### src/rtl/uart_word_loader_pkg.sv
// Shared types and constants for the UART-to-memory word loader.
package uart_word_loader_pkg;

  typedef enum logic [1:0] {
    ST_IDLE      = 2'd0,
    ST_WAIT_BYTE = 2'd1,
    ST_GAP       = 2'd2,
    ST_WRITE     = 2'd3
  } state_t;

  localparam int unsigned DEFAULT_TIMEOUT_CYCLES = 1000000;
  localparam int unsigned BYTES_PER_WORD         = 4;
  localparam int unsigned LANE_IDX_W             = 2;
  localparam int unsigned WORD_W                 = 8 * BYTES_PER_WORD;

endpackage

### src/rtl/uart_word_loader_byte_packer.sv
// Little-endian byte-lane insert register: din lands in lane lane_idx.
module uart_word_loader_byte_packer
  import uart_word_loader_pkg::*;
(
  input  logic                  clk,
  input  logic                  rst,
  input  logic                  clear,
  input  logic                  load,
  input  logic [LANE_IDX_W-1:0] lane_idx,
  input  logic [7:0]            din,
  output logic [WORD_W-1:0]     word
);

  // Clear wins over load so a new load never sees lanes from a dropped word.
  always_ff @(posedge clk or negedge rst) begin
    if (!rst) begin
      word <= '0;
    end else if (clear) begin
      word <= '0;
    end else if (load) begin
      for (int unsigned i = 0; i < BYTES_PER_WORD; i++) begin
        if (lane_idx == LANE_IDX_W'(i)) word[8*i +: 8] <= din;
      end
    end
  end

endmodule

### src/rtl/uart_word_loader.sv
// Pulls bytes from the UART RX FIFO, packs them into 32-bit words and writes
// them to consecutive memory words from a programmed base address.
module uart_word_loader
  import uart_word_loader_pkg::*;
#(
  parameter int unsigned ADDR_WIDTH     = 10,
  parameter int unsigned TIMEOUT_BITS   = 20,
  parameter int unsigned TIMEOUT_CYCLES = DEFAULT_TIMEOUT_CYCLES
) (
  input  logic                  clk,
  input  logic                  rst,
  input  logic                  start,
  input  logic [ADDR_WIDTH-1:0] base_addr,
  input  logic [ADDR_WIDTH:0]   word_count,
  input  logic                  rx_ready,
  input  logic [7:0]            rx_data,
  output logic                  rx_rd,
  output logic                  mem_we,
  output logic [ADDR_WIDTH-1:0] mem_addr,
  output logic [WORD_W-1:0]     mem_wdata,
  output logic                  busy,
  output logic                  done,
  output logic                  timeout_err,
  output logic [ADDR_WIDTH:0]   words_written
);

  localparam int unsigned CNT_W = ADDR_WIDTH + 1;
  localparam logic [TIMEOUT_BITS-1:0] TIMER_LAST = TIMEOUT_BITS'(TIMEOUT_CYCLES - 1);

  state_t                  state_q, state_d;
  logic [ADDR_WIDTH-1:0]   addr_q;
  logic [CNT_W-1:0]        remain_q;
  logic [LANE_IDX_W-1:0]   byte_idx_q;
  logic [TIMEOUT_BITS-1:0] timer_q;
  logic [WORD_W-1:0]       word;

  logic lane_last;
  logic accept, zero_load, capture, stall, stall_hit;
  logic gap_next_lane, gap_to_write, do_write, last_word;

  assign lane_last = (byte_idx_q == LANE_IDX_W'(BYTES_PER_WORD - 1));

  // State register.
  always_ff @(posedge clk or negedge rst) begin
    if (!rst) state_q <= ST_IDLE;
    else      state_q <= state_d;
  end

  // Next-state decode and per-cycle control strobes; rx_rd is the only combinational output.
  always_comb begin
    state_d       = state_q;
    rx_rd         = 1'b0;
    accept        = 1'b0;
    zero_load     = 1'b0;
    capture       = 1'b0;
    stall         = 1'b0;
    stall_hit     = 1'b0;
    gap_next_lane = 1'b0;
    gap_to_write  = 1'b0;
    do_write      = 1'b0;
    last_word     = 1'b0;
    case (state_q)
      ST_IDLE: begin
        if (start) begin
          accept = 1'b1;
          if (word_count == '0) zero_load = 1'b1;
          else                  state_d   = ST_WAIT_BYTE;
        end
      end
      ST_WAIT_BYTE: begin
        rx_rd = rx_ready;
        if (rx_ready) begin
          capture = 1'b1;
          state_d = ST_GAP;
        end else if (timer_q == TIMER_LAST) begin
          stall_hit = 1'b1;
          state_d   = ST_IDLE;
        end else begin
          stall = 1'b1;
        end
      end
      ST_GAP: begin
        if (lane_last) begin
          gap_to_write = 1'b1;
          state_d      = ST_WRITE;
        end else begin
          gap_next_lane = 1'b1;
          state_d       = ST_WAIT_BYTE;
        end
      end
      ST_WRITE: begin
        do_write = 1'b1;
        if (remain_q == CNT_W'(1)) begin
          last_word = 1'b1;
          state_d   = ST_IDLE;
        end else begin
          state_d = ST_WAIT_BYTE;
        end
      end
      default: state_d = ST_IDLE;
    endcase
  end

  // Datapath, counters and registered outputs.
  always_ff @(posedge clk or negedge rst) begin
    if (!rst) begin
      addr_q        <= '0;
      remain_q      <= '0;
      byte_idx_q    <= '0;
      timer_q       <= '0;
      mem_we        <= 1'b0;
      mem_addr      <= '0;
      mem_wdata     <= '0;
      busy          <= 1'b0;
      done          <= 1'b0;
      timeout_err   <= 1'b0;
      words_written <= '0;
    end else begin
      busy   <= (state_d != ST_IDLE);
      mem_we <= gap_to_write;
      done   <= zero_load | last_word;
      if (accept) begin
        addr_q        <= base_addr;
        remain_q      <= word_count;
        words_written <= '0;
        timeout_err   <= 1'b0;
        byte_idx_q    <= '0;
        timer_q       <= '0;
      end
      if (capture) timer_q <= '0;
      if (stall)   timer_q <= timer_q + TIMEOUT_BITS'(1);
      if (stall_hit) begin
        timeout_err <= 1'b1;
        timer_q     <= '0;
      end
      if (gap_next_lane) byte_idx_q <= byte_idx_q + LANE_IDX_W'(1);
      if (gap_to_write) begin
        mem_addr  <= addr_q;
        mem_wdata <= word;
      end
      if (do_write) begin
        addr_q        <= addr_q + ADDR_WIDTH'(1);
        remain_q      <= remain_q - CNT_W'(1);
        words_written <= words_written + CNT_W'(1);
        byte_idx_q    <= '0;
      end
    end
  end

  uart_word_loader_byte_packer u_packer (
    .clk      (clk),
    .rst      (rst),
    .clear    (accept),
    .load     (capture),
    .lane_idx (byte_idx_q),
    .din      (rx_data),
    .word     (word)
  );

endmodule

### config.mk
export PLATFORM = sky130hd
export DESIGN_NAME = uart_word_loader
export DESIGN_NICKNAME = d
export VERILOG_FILES = /design/src/rtl/uart_word_loader_pkg.sv /design/src/rtl/uart_word_loader_byte_packer.sv /design/src/rtl/uart_word_loader.sv
export SDC_FILE = /design/constraint.sdc
export NUM_CORES = 1
export LEC_CHECK = 0
export ABC_AREA = 0
export BUFFER_PORTS_ARGS = -buffer_cell sky130_fd_sc_hd__buf_2
export CELL_PAD_IN_SITES_DETAIL_PLACEMENT = 0
export CELL_PAD_IN_SITES_GLOBAL_PLACEMENT = 2
export CORE_UTILIZATION = 37
export CTS_CLUSTER_DIAMETER = 60
export DETAILED_ROUTE_END_ITERATION = 6
export PLACE_DENSITY = 0.91
export REMOVE_ABC_BUFFERS = 1
export SLEW_MARGIN = 15
export SYNTH_ARGS = -nofsm -noshare
export SYNTH_HDL_FRONTEND = slang
export SYNTH_SLANG_ARGS = --single-unit
export TNS_END_PERCENT = 100
### constraint.sdc
create_clock -name clk -period 4.8 [get_ports clk]
set_input_delay 0 -clock clk [delete_from_list [all_inputs] [get_ports clk]]
set_output_delay 0 -clock clk [all_outputs]
set_load 0.01 [all_outputs]
# Word level (Yosys, flattened, before mapping)
# Index checks and enable logic that the tools add are counted.
# W data, S select, Z words.
# word_totals
regBits	134
in_bits	33
out_inout_bits	58
wordCells	96
# op_classes
addsub	5
eq_ne	8
n_mux	49
bitwise_logic	1
n_reduce_logical	17
# ops
operator	count
$mux W20	4
$mux W32	2
$mux W11	4
$mux W8	4
$mux W1	24
$add A20 B1 Y20 const B	1
$eq A20 B20 Y1 const B	1
$mux W10	2
$mux W2	8
$reduce_bool A2 Y1	8
$add A11 B1 Y11 const B	1
$eq A11 B1 Y1 const B	1
$logic_not A11 Y1	1
$sub A11 B1 Y11 const B	1
$add A10 B1 Y10 const B	1
$eq A2 B2 Y1 const B	4
$pmux W2 S4	1
$reduce_and A2 Y1	4
$eq A2 B1 Y1 const B	2
$logic_not A2 Y1	2
$reduce_bool A4 Y1	1
$reduce_bool A3 Y1	1
$add A2 B1 Y2 const B	1
$or A1 B1 Y1	1

# Longest topological paths before layout
# depth
depth_word	6
depth_mapped	8
mapped_depth_nobuf	6

# By module
# A second synthesis with hierarchy kept.
# unflattened
hier_cells	579
hier_area_um2	6344.8
# by_module_without_submodules
mod	instances	cells_per_inst	area_each_um2	seq_area_each_um2
uart_word_loader	1	464	4907.2	2552.4
uart_word_loader_byte_packer	1	115	1437.6	800.8

# Worst setup path before layout
# OpenSTA, ideal clock, no wires.
# synth_timing
path_type	flip-flop to flip-flop
from	register timer_q[0]
to	register busy
setup_ns	0.124
t_arrival_ns	2.024
t_required_ns	4.676
setup_slack_ns	2.652
path_stages_with_launch	8
n_path_buf	1
path_cell_list	dfrtp_1 -> ha_1 -> nand4_1 -> or2_2 -> o41a_1 -> buf_6 -> or3_4 -> or2_1
# synth_between
elab_chain_len	5
# synth_rtl
item	line_no	source
from (decl)	uart_word_loader.sv:34	logic [TIMEOUT_BITS-1:0] timer_q;
from (signal assigned)	uart_word_loader.sv:131	if (stall) timer_q <= timer_q + TIMEOUT_BITS'(1);
$eq A20 B20 Y1	uart_word_loader.sv:75	end else if (timer_q == TIMER_LAST) begin
$mux W2	uart_word_loader.sv:75	
$mux W2	uart_word_loader.sv:72	if (rx_ready) begin
$pmux W2 S4	uart_word_loader.sv:62	case (state_q)
named net state_d[0]	uart_word_loader.sv:30	state_t state_q, state_d;
$reduce_bool A2 Y1	uart_word_loader.sv:119	busy <= (state_d != ST_IDLE);
to (signal assigned)	uart_word_loader.sv:119	
to (decl)	uart_word_loader.sv:21	output logic busy,
# The timed path passes the listed nets, and every way through them passes these cells.
# A chain may end at the register's enable or synchronous reset.

# Worst setup path after layout
# layout_timing
from	register timer_q[0]
to	register timer_q[5]
# layout_between
elab_chain_len	6
word_cells_on_any_way	11
classes_between	1 x add/sub; 1 x eq/ne; 8 x mux; 1 x reduce/logical
# layout_rtl
item
parallel branches: the longest is 6 deep, another holds $add A20 B1 Y20
# Several ways; the timed one is not identified.

==> results by group <==
Placed design
  • Placed cell count: 951
  • Placed instance area: 6650 µm²
  • Port buffer count: 90
  • Routability cong.: 0.804
  • Pre-CTS setup slack: 2110 ps
  • DP HPWL: 9590 µm

Global route
  • Initial antenna violation count: 0
  • Total gr overflow: 0
  • Vias in the first global route: 5015
  • GRT Util Overall: 18.8%
  • Largest net degree at the start of global routing: 56
  • First-pass GRT wire length: 24300 µm

Route
  • DRC Markers: 0
  • Via-per-instance ratio: 5.05
  • DRT Pass-1 Iters: 5
  • Routed via count: 5119
  • Iter 0 DRT Violations: 363
  • Post-Route WL: 14500 µm
  • Antenna viol nets, final: 0
  • DR WL/cell: 14.3 µm

Finish
  • Post-Layout Cell Count: 1013
  • Nets: 826
  • Layout area overhead: 25.0%
  • # fillers: 1596
  • Final instance area: 7510 µm²
  • Share of cells above drive strength 1: 16.6%
  • Inserted Diodes: 0

Synthesis
  • Register area share after synthesis: 55.8%
  • EDFF count, synth: 0
  • Ys Warns: 0
  • Synthesis-stage register bit count: 134
  • Mean post-synth cell area: 8.95 µm²
  • Synth unique cells: 50
  • Cells after Synth: 671
  • Cell Area, Synth: 6010 µm²
  • Ys flop type: dfrtp_1
  • Ys async rst share: 100%

Setup path
  • R2R depth: 6
  • CP bufs+invs: 0
  • Startpoint class of the critical path: register
  • Instance count on the critical path: 6
  • Worst reg2reg endpoint: timer_q[5]
  • Crit path cell chain: ha_1 > nand4_1 > or2_2 > o41a_1 > nor2_1 > o311ai_0
  • Max Fanout on Critical Path: 12
  • Arrival @ worst endpoint: 2900 ps
  • CP required: 5060 ps
  • R2r startpoint: timer_q[0]
  • Slowest-stage cell, CP: nor2_1
  • CP top delay family: simple AND/OR/NAND/NOR gates
  • Crit path to: timer_q[5]
  • Worst Setup SP: timer_q[0]
  • Flop-to-flop setup slack: 2160 ps
  • Largest stage delay on the critical path: 650 ps
  • Setup crit end kind: register
  • Kind of critical path: register to register

Timing
  • Relative slew margins: 35.8%
  • Worst slew pin tran: 961 ps
  • Final hold violation count: 0
  • FMAX: 379 MHz
  • Setup Viol. Count Final: 0
  • RSZ-0062 raised after global routing: false
  • Setup TNS: 0 ps
  • Minimum clock period: 2640 ps
  • Setup WS post-layout: 2160 ps
  • Fin. max-slew vios: 0
  • Clk_skew: 13.9 ps
  • Fin crit share: 54.9%

Die
  • Core box area: 15900 µm²
  • Starting Density: 37.8%
  • Die footprint: 16700 µm²
  • IO Pins: 91
  • Die width: 129 µm
  • Vert. Die Dim: 129 µm
  • Row count: 46

Clock tree
  • Max Root-Sink Buffers: 2
  • Num Clock Sinks: 134
  • CTS tree: done
  • Clk_lat worst skew: 420 ps
  • Post-CTS Setup Inserts: 0
  • Clk slew on worst S/H paths: 50 ps
  • TritonCTS buffer count: 17
  • H-tree depth: 4
  • CTS root buf: clkbuf_16

Power
  • Pwr dens: 469 nW/µm²
  • Worst vdd ir: 0.000296 V
  • Pleak: 0.00370 µW

Run
  • Max Cap Violations: 0

Outcome
  • Status: complete, no violations

Worst hold path
  • Hold Crit Class: input port to register
cell type report:
type | count | area (µm²) | share of cell area, %
multi-input cells | 493 | 2480 | 33.1
well taps | 216 | 270 | 3.60
clock inverters | 10 | 105 | 1.40
inverters | 13 | 48.8 | 0.650
clock buffers | 22 | 454 | 6.05
flip-flops and latches | 134 | 3350 | 44.7
repair buffers | 125 | 791 | 10.5
synthesized netlist by cell type, types with 4 or more instances:
library cell    n  area (µm²)
o211ai_1        9        67.6
a21oi_1        37         185
a221o_1         4        40.0
nand2_1       246         923
and3_1          9        56.3
xor2_1         11        96.3
a31oi_1         7        43.8
inv_1          12        45.0
o311ai_0        6        52.6
nor2_1         34         128
clkbuf_1       26        97.6
nand4_1        12        75.1
nor3_1          7        35.0
o21ai_0        28         140
and2_1          6        37.5
ha_1            9         113
nand3_1        20         100
nor4_1          6        37.5
dfrtp_1       134        3350
sequential cells by signal, summed over array words and instances, names as in the netlist:
signal and cells:
words_written 11, mem_addr 10, remain_q 11, busy 1
addr_q 10, state_q 2, timer_q 20, done 1
mem_we 1, mem_wdata 32, timeout_err 1, byte_idx_q 2
u_packer.word 32
through the flow:
| stage | hold WS [ps] | power [µW] | util, % |
|---|---|---|---|
| after floorplan | -296 | 2000 | - |
| after global routing | 69.0 | 3750 | 47.3 |
| final | 41.1 | 3520 | 47.3 |
| after global placement | 19.9 | 2250 | 41.8 |
| after detailed placement | 25.2 | 2280 | 41.8 |
| after CTS | 20.8 | 3550 | 47.3 |
routing by layer:
layer  global-route usage, %  wire length [µm]  up-vias
met2                    29.5              6700      133
met5                       0                 0        -
met3                    3.30               577       15
met1                    25.6              7030     2466
li1                        -                 -     2505
met4                    8.10               189        0
report_power, final:
part / leakage (µW) / internal [µW] / switching (µW)
logic: 0.00161 / 290 / 468
registers: 0.00182 / 1340 / 190
clock network: 0.000273 / 771 / 467
total: 0.00370 / 2400 / 1130
worst min-delay path by stage:
stage,start,endpoint,slack (ps),depth (start not counted)
after global placement,rst,mem_we,20,1
final,rx_ready,timer_q[4],40,4
after floorplan,rst,addr_q[0],-300,0
after global routing,rx_ready,timer_q[4],70,4
after detailed placement,rst,mem_wdata[8],30,1
after CTS,rx_ready,timer_q[4],20,4
cell families after synthesis:
| logic type | Yosys count | synth area share [%] |
|---|---|---|
| multiplexers | 2 | 0.333 |
| buffers and inverters | 44 | 2.92 |
| adder cells (fa/ha/maj) | 9 | 1.88 |
| AND/OR/NAND/NOR | 360 | 25.8 |
| flip-flops | 134 | 55.8 |
| XOR/XNOR | 13 | 1.90 |
| AO/OA/AOI/OAI | 109 | 11.4 |
worst reg2reg max path: stages, from the launching register on:
cell      delay, ps
dfrtp_1         430
ha_1            240
nand4_1         150
or2_2           340
o41a_1          470
nor2_1          650
o311ai_0        220
cells in the final DEF, fill, tap and decap left out, drive strengths merged, types with 3 or more instances in the layout:
| master | count |
|---|---|
| nand2 | 246 |
| dfrtp | 134 |
| buf | 95 |
| a21oi | 37 |
| nor2 | 34 |
| dlygate4sd3 | 30 |
| o21ai | 28 |
| clkbuf | 22 |
| nand3 | 21 |
| inv | 12 |
| nand4 | 12 |
| xor2 | 11 |
| and3 | 10 |
| o211ai | 9 |
| ha | 9 |
| nor3 | 7 |
| a31oi | 7 |
| clkinv | 7 |
| nor4 | 6 |
| and2 | 6 |
| o311ai | 6 |
| a221o | 4 |
| nor3b | 3 |
| o22ai | 3 |
| a32oi | 3 |
| or2 | 3 |
| or3 | 3 |
| a22o | 3 |
what timing repair did:
item | in CTS | in global routing
hold buffers | 30 | 0
gates resized for setup | 0 | 0
endpoints found under the hold margin | 96 | 0
(Power assumes the default switching activity.)
